`src/rtl/wshb_arbiter.sv`:
```
// Two-master, one-slave Wishbone arbiter with registered round-robin grants and
// a bounded-burst preemption so a master holding cyc forever cannot starve the other.
module wshb_arbiter #(
  parameter int MAX_BURST = 64,
  parameter int ADR_W     = 32
) (
  input  logic             clk,
  input  logic             rst,

  input  logic             m0_cyc,
  input  logic             m0_stb,
  input  logic             m0_we,
  input  logic [ADR_W-1:0] m0_adr,
  input  logic [31:0]      m0_dat_ms,
  input  logic [3:0]       m0_sel,
  input  logic [2:0]       m0_cti,
  input  logic [1:0]       m0_bte,
  output logic [31:0]      m0_dat_sm,
  output logic             m0_ack,

  input  logic             m1_cyc,
  input  logic             m1_stb,
  input  logic             m1_we,
  input  logic [ADR_W-1:0] m1_adr,
  input  logic [31:0]      m1_dat_ms,
  input  logic [3:0]       m1_sel,
  input  logic [2:0]       m1_cti,
  input  logic [1:0]       m1_bte,
  output logic [31:0]      m1_dat_sm,
  output logic             m1_ack,

  output logic             s_cyc,
  output logic             s_stb,
  output logic             s_we,
  output logic [ADR_W-1:0] s_adr,
  output logic [31:0]      s_dat_ms,
  output logic [3:0]       s_sel,
  output logic [2:0]       s_cti,
  output logic [1:0]       s_bte,
  input  logic [31:0]      s_dat_sm,
  input  logic             s_ack,

  output logic [1:0]       grant
);

  localparam int ACK_W = $clog2(MAX_BURST + 1);

  typedef enum logic [1:0] {IDLE, GNT0, GNT1, GAP} state_t;

  state_t           r_state;
  logic             r_last;
  logic [ACK_W-1:0] r_acks;
  logic [1:0]       r_grant;

  logic w_sel0, w_sel1;
  logic w_own, w_own_cyc, w_oth_cyc;
  logic w_cyc_l, w_cyc_nl;
  logic w_go, w_pick;

  function automatic logic at_limit(input logic [ACK_W-1:0] a);
    return (32'(a) + 32'd1) >= 32'(MAX_BURST);
  endfunction

  function automatic logic [ACK_W-1:0] sat_inc(input logic [ACK_W-1:0] a);
    if (32'(a) >= 32'(MAX_BURST)) return a;
    return a + ACK_W'(1);
  endfunction

  // Reset gates the path in the same cycle so an in-flight ack is dropped.
  assign w_sel0 = (r_state == GNT0) && !rst;
  assign w_sel1 = (r_state == GNT1) && !rst;

  assign w_own     = (r_state == GNT1);
  assign w_own_cyc = w_own ? m1_cyc : m0_cyc;
  assign w_oth_cyc = w_own ? m0_cyc : m1_cyc;
  assign w_cyc_l   = r_last ? m1_cyc : m0_cyc;
  assign w_cyc_nl  = r_last ? m0_cyc : m1_cyc;

  // Which master (if any) takes ownership at the next edge.
  always_comb begin
    w_go   = 1'b0;
    w_pick = 1'b0;
    case (r_state)
      IDLE: begin
        w_go   = m0_cyc || m1_cyc;
        w_pick = (m0_cyc && m1_cyc) ? ~r_last : m1_cyc;
      end
      GAP: begin
        w_go   = w_cyc_nl || w_cyc_l;
        w_pick = w_cyc_nl ? ~r_last : r_last;
      end
      GNT0, GNT1: begin
        w_go   = !w_own_cyc && w_oth_cyc;
        w_pick = ~w_own;
      end
      default: begin
        w_go   = 1'b0;
        w_pick = 1'b0;
      end
    endcase
  end

  always_ff @(posedge clk) begin
    if (rst) begin
      r_state <= IDLE;
      r_last  <= 1'b1;
      r_acks  <= '0;
      r_grant <= 2'b00;
    end else if (w_go) begin
      r_state <= w_pick ? GNT1 : GNT0;
      r_last  <= w_pick;
      r_acks  <= '0;
      r_grant <= w_pick ? 2'b10 : 2'b01;
    end else begin
      case (r_state)
        GNT0, GNT1: begin
          if (!w_own_cyc) begin
            r_state <= IDLE;
            r_grant <= 2'b00;
          end else if (w_oth_cyc && s_ack && at_limit(r_acks)) begin
            // Preempt on the transfer boundary; this final ack still reaches the owner.
            r_state <= GAP;
            r_grant <= 2'b00;
          end else if (s_ack) begin
            r_acks <= sat_inc(r_acks);
          end
        end
        GAP: begin
          r_state <= IDLE;
          r_grant <= 2'b00;
        end
        default: begin
          r_state <= IDLE;
          r_grant <= 2'b00;
        end
      endcase
    end
  end

  always_comb begin
    s_cyc    = 1'b0;
    s_stb    = 1'b0;
    s_we     = 1'b0;
    s_adr    = '0;
    s_dat_ms = '0;
    s_sel    = '0;
    s_cti    = '0;
    s_bte    = '0;
    if (w_sel0) begin
      s_cyc    = m0_cyc;
      s_stb    = m0_stb;
      s_we     = m0_we;
      s_adr    = m0_adr;
      s_dat_ms = m0_dat_ms;
      s_sel    = m0_sel;
      s_cti    = m0_cti;
      s_bte    = m0_bte;
    end else if (w_sel1) begin
      s_cyc    = m1_cyc;
      s_stb    = m1_stb;
      s_we     = m1_we;
      s_adr    = m1_adr;
      s_dat_ms = m1_dat_ms;
      s_sel    = m1_sel;
      s_cti    = m1_cti;
      s_bte    = m1_bte;
    end
  end

  assign m0_ack    = w_sel0 && s_ack;
  assign m1_ack    = w_sel1 && s_ack;
  assign m0_dat_sm = s_dat_sm;
  assign m1_dat_sm = s_dat_sm;
  assign grant     = r_grant;

endmodule

```
`config.mk`:
```
export PLATFORM = sky130hd
export DESIGN_NAME = wshb_arbiter
export DESIGN_NICKNAME = d
export VERILOG_FILES = /design/src/rtl/wshb_arbiter.sv
export SDC_FILE = /design/constraint.sdc
export NUM_CORES = 1
export LEC_CHECK = 0
export CAP_MARGIN = 5
export CORE_AREA = 2 2 128 130
export CTS_CLUSTER_DIAMETER = 30
export DETAILED_ROUTE_END_ITERATION = 8
export DIE_AREA = 0 0 130 132
export PLACE_DENSITY_LB_ADDON = 0.25
export SYNTH_ARGS = -nofsm -noshare
export SYNTH_HDL_FRONTEND = slang
export SYNTH_SLANG_ARGS = --single-unit
```
`constraint.sdc`:
```
create_clock -name clk -period 2.4 [get_ports clk]
set_clock_uncertainty 0.05 [all_clocks]
set_input_delay 0.24 -clock clk [delete_from_list [all_inputs] [get_ports clk]]
set_output_delay 0.24 -clock clk [all_outputs]
set_load 0.005 [all_outputs]
```
After elaboration in Yosys (flattened, before gate mapping)
Cells that the tools add are included.

Bits in registers: 12.

Add/sub/neg operators: 2. Magnitude comparators: 2. Equality and inequality tests: 5. Mux-type cells: 41. Bitwise gates (word level): 3. Reduce and logical (&&, ||, !) cells: 16.

Operator list (number): 2-to-1 mux 32 bit (4); 2-to-1 mux 2 bit (11); 2-to-1 mux 1 bit (19); adder 7 x 1 -> 8 bit (second input constant) (1); greater-or-equal comparator 8 x 7 -> 1 bit (second input constant) (1); logical AND 1 bit (8); 2-to-1 mux 4 bit (2); adder 7 x 1 -> 7 bit (second input constant) (1); greater-or-equal comparator 7 bit (second input constant) (1); 2-to-1 mux 7 bit (1); 2-to-1 mux 3 bit (2); case mux 1 bit (3 select lines) (2); AND reduction 5 bit (1); == test 2 bit (second input constant) (2); != test 4 bit (second input constant) (1); OR reduction 2 bit (2); inverter 1 bit (3); == test 2 x 1 -> 1 bit (second input constant) (1); logical NOT 1 bit (2); logical NOT 2 bit (1); logical OR 1 bit (2); != test 2 bit (second input constant) (1).

Longest topological paths before layout
Gate-level depths: netlist of run 1.

Depth in word-level cells: 11. Gate-level depth with buffers: 7.

Worst setup path before layout of run 1
OpenSTA, ideal clock, no wires.

Path kind: reg-to-reg. Start: register r_state[0]. End: register r_acks[3]. Setup time: 0.070 ns. Data arrival time: 1.897 ns. Path slack: 0.383 ns. Cell stages (with the launch flop): 8. Buffers on the path: 1. Period minus slack after synthesis: 2.017 ns. Cell sequence: dfxtp_1 > inv_1 > ha_1 > mux2_4 > and4_4 > buf_6 > or4_1 > a21oi_1.

Cells in the longest elaborated chain, start to end: 6.

RTL lines: start: declaration (line 50) `state_t r_state;`; start signal: assignment (line 110) `r_state <= w_pick ? GNT1 : GNT0;`; == test 2 bit (line 73, 83, 115); 2-to-1 mux 1 bit (on tied branches) (line 74, 75); logical NOT 1 bit / logical AND 1 bit (equally long branches); logical AND 1 bit (on tied branches) (line 93, 120); case mux 1 bit (3 select lines) / inverter 1 bit (equally long branches); OR reduction 2 bit (no source line) / AND reduction 5 bit (equally long branches); end signal: assignment (line 125) `r_acks <= sat_inc(r_acks);`; end: declaration (line 52) `logic [ACK_W-1:0] r_acks;`.

Parallel ways exist; a longest one is shown, timed or not. A chain may end at the register's enable or synchronous reset.

Worst setup path after layout of run 1
Start: register r_state[1]. End: output port s_dat_ms[21].

Cells in the longest elaborated chain, start to end: 4.

RTL lines: == test 2 bit (line 71) `assign w_sel1 = (r_state == GNT1) && !rst;`; logical AND 1 bit (line 71); 2-to-1 mux 32 bit (line 158) `end else if (w_sel1) begin`; 2-to-1 mux 32 bit (*) (line 149) `if (w_sel0) begin`; end: declaration (line 36) `output logic [31:0] s_dat_ms,`.

Every way passes the cells marked *; elsewhere a longest branch is shown, timed or not.

==> results of run 1 <==
layout by cell type, fill, tap and decap left out, types with 2 or more instances in the layout:
cell type / count
buf_16: 2
inv_1: 2
or4_1: 3
ha_1: 4
bufbuf_16: 2
o21ai_0: 2
a21o_1: 2
a21oi_1: 5
and2_1: 2
nand2_1: 3
clkbuf_16: 3
o31ai_1: 3
o22ai_1: 2
dfxtp_2: 2
a22o_1: 76
buf_6: 2
and3_1: 2
a41oi_1: 2
nor2_1: 2
ha_2: 2
dfxtp_1: 10
dlymetal6s2s_1: 37
a221oi_1: 2
buf_4: 15
clkdlybuf4s50_1: 179
nand4_1: 2
dlygate4sd2_1: 18
nand2b_1: 3
buf_12: 7
nand3_1: 5
power by group through the flow:
stage	clock (uW)	combinational [uW]	sequential [uW]
floorplan	0	688	261
global placement	0	1600	264
detailed placement	0	1600	267
CTS	307	1700	267
global route	316	1800	273
finish	302	1690	269
routing by layer:
layer | wire (microns) | global-route usage [%] | part of all wire (%) | vias to the layer above
met5 | 13 | 0 | 0.10 | -
met4 | 107 | 1.91 | 0.86 | 2
met3 | 1220 | 3.37 | 9.8 | 18
met2 | 6450 | 24.9 | 52 | 136
met1 | 4660 | 14.4 | 37 | 1231
li1 | - | - | - | 1245
flip-flops by register name, indices dropped and copies added, names as in the netlist:
name	flops
grant	2
r_acks	7
r_last	1
r_state	2
area by class of cell:
cell class | instances | area [sq um]
clock buffer | 3 | 75.1
fill | 1677 | 11100
multi-input combinational | 143 | 1210
sequential | 12 | 243
tap | 216 | 270
inverter | 3 | 11.3
timing repair buffer | 262 | 2810
what timing repair did:
item	4_1_cts	5_1_grt
pin swaps	1	0
setup endpoints to repair	64	59
buffers inserted	2	7
gates resized for setup	24	41
cloned	4	0
critical path: cells and delay by family, from the launching register on:
| kind | cells | cell delay, ns |
|---|---|---|
| buf+inv | 5 | 0.97 |
| fa+ha+maj | 1 | 0.19 |
| flops | 1 | 0.34 |
| simple gates | 1 | 0.19 |
| compound gates | 1 | 0.12 |
logic make-up (layout without fill, tap and decap cells):
logic type,count (synthesis),count (layout),synth area share [%]
mux,3,3,1.81
compound gates,100,100,41.9
buf+inv,87,268,28.9
fa+ha+maj,6,6,3.75
flops,12,12,12.0
simple gates,34,34,11.6
through the flow:
step	setup TNS, ns	power, uW	cell area, sq um	setup WS (ns)	hold WS (ns)
floorplan	0	949	2000	0.383	0.388
global placement	0	1870	4240	0.0394	0.409
detailed placement	0	1870	4240	0.0229	0.417
CTS	-0.259	2280	4450	-0.0395	0.430
global route	-0.148	2390	4620	-0.0432	0.430
finish	0	2260	4620	0.0485	0.429
worst max path at each step:
| stage | start | end | slack [ns] |
|---|---|---|---|
| after floorplan | r_state[0] | r_acks[3] | 0.38 |
| after global placement | rst | s_dat_ms[12] | 0.04 |
| after detailed placement | rst | s_dat_ms[12] | 0.02 |
| after CTS | r_state[1] | s_dat_ms[31] | -0.04 |
| after global routing | r_state[1] | s_dat_ms[20] | -0.04 |
| final | r_state[1] | s_dat_ms[21] | 0.05 |
==> metrics.md, run 1 <==
| Metric | Value |
|---|---|
| Clock sink count | `12` |
| Routed vias | `2,632` |
| Post-synth top cells | `a22o_1, buf_4, clkbuf_1, dfxtp_1, ha_1` |
| Fin cells | `639` |
| I/O pins | `331` |
| Final nets | `618` |
| First-pass GRT wire length | `17.0 mm` |
| Yosys cell types | `44` |
| Iteration-0 DRC Markers | `123` |
| CTS tree | `done` |
| H-tree depth | `1` |
| Yosys reg bits | `12` |
| TritonCTS Buffers | `3` |
| Logic pwr share | `74.7%` |
| Startpoint Class | `flip-flop` |
| Worst slew margin | `73.1%` |
| Min Tclk post-route | `2.35 ns` |
| Min-delay worst type | `reg -> reg` |
| Max-cap violations | `0` |
| Initial antenna violation count | `1` |
| Largest stage delay on the critical path | `0.49 ns` |
| Hold path cells | `2` |
| Clk pwr share | `13.4%` |
| Initial Util | `12.8%` |
| Setup-failing EPs final | `0` |
| Placer Congestion | `0.815` |
| Share of the synthesized area in the top cell type | `33.2%` |
| Crit-path slowest cell | `clkdlybuf4s50_1` |
| Number of diodes | `0` |
| Worst setup EP type | `output port` |
| DR DRC count | `0` |
| Final wirelength | `12.4 mm` |
| Max Freq | `425 MHz` |
| Post-synth top flop | `dfxtp_1` |
| Net switching fraction of the power | `33.0%` |
| RSZ-0062 raised after global routing | `true` |
| Die Ht | `132 microns` |
| Internal power | `1510 uW` |
| Asr flop ratio synth | `0%` |
| Worst skew pair latency | `0.24 ns` |
| PwrDens | `489 mW/mm^2` |
| Layout area overhead | `130%` |
| Reg2reg setup slack | `0.25 ns` |
| Worst-path clk slew | `0.04 ns` |
| Cells after Synth | `242` |
| Worst EP arrival | `2.06 ns` |
| Transition time of the tightest slew-check pin | `0.398 ns` |
| Vias per cell | `4.12` |
| Worst reg2reg path endpoint | `r_acks[1]` |
| GR Overflow Total | `0` |
| Endpoint of the worst hold path | `r_acks[5]` |
| Yosys warnings | `0` |
| Hold_sp | `r_acks[5]` |
| Fin util | `29.4%` |
| Hold_buf cts | `0` |
| Row count | `46` |
| Clock buffer depth | `2` |
| Worst EP required | `2.11 ns` |
| Post-route antenna net violation count | `0` |
| LEAKAGE | `0.00238 uW` |
| Drt pass-1 iters | `4` |
| Synthesized area | `0.00200 sq mm` |
| Sequential-to-total area share from yosys stat | `12.0%` |
| Final period util | `98.0%` |
| Vias in the first global route | `2,652` |
| Worst-path fanout max | `10` |
| Placed insts | `624` |
| CP Class | `reg -> out` |
| Die area | `0.0172 sq mm` |
| Syn_area_per_cell | `8.28 sq um` |
| Synth area leaders | `a22o_1, buf_4, dfxtp_1` |
| CORE AREA | `0.0157 sq mm` |
| Pins Over Slew Limit | `0` |
| Port Buf Inserts | `234` |
| Largest net degree at the start of global routing | `21` |
| Reg2reg path depth | `7` |
| Worst R2R Start | `r_state[1]` |
| EDFF count, synth | `0` |
| Seq pwr share | `11.9%` |
| Share of layout cells above drive strength 1 | `11.1%` |
| Total track usage | `13.0%` |
| Area leader, netlist | `a22o_1` |
| NetSw | `744 uW` |
| CP Cell Sequence | `inv_1 > ha_2 > nor3b_4 > buf_6 > buf_12 > buf_4 > a22o_1 > clkdlybuf4s50_1` |
| Post-DP HPWL | `9.95 mm` |
| Endpoints failing hold | `0` |
| WL/cell | `19.5 microns` |
| Clk root buf | `clkbuf_16` |
| Die width | `130 microns` |
| Maximum VDD drop | `0.000271 V` |
| Net Count, Synth | `435` |
| Cell with the most instances after synthesis | `a22o_1` |
| Status | `complete, no violations` |
(Power assumes the default switching activity.)
==> run 2, diff against run 1 <==
--- a/config.mk
+++ b/config.mk
@@ -5,7 +5,7 @@
 export SDC_FILE = /design/constraint.sdc
 export NUM_CORES = 1
 export LEC_CHECK = 0
-export CAP_MARGIN = 5
+export CAP_MARGIN = 0
 export CORE_AREA = 2 2 128 130
 export CTS_CLUSTER_DIAMETER = 30
 export DETAILED_ROUTE_END_ITERATION = 8
==> results of run 2 <==
No change in the layout: final DEF, timing and power equal those of run 1.
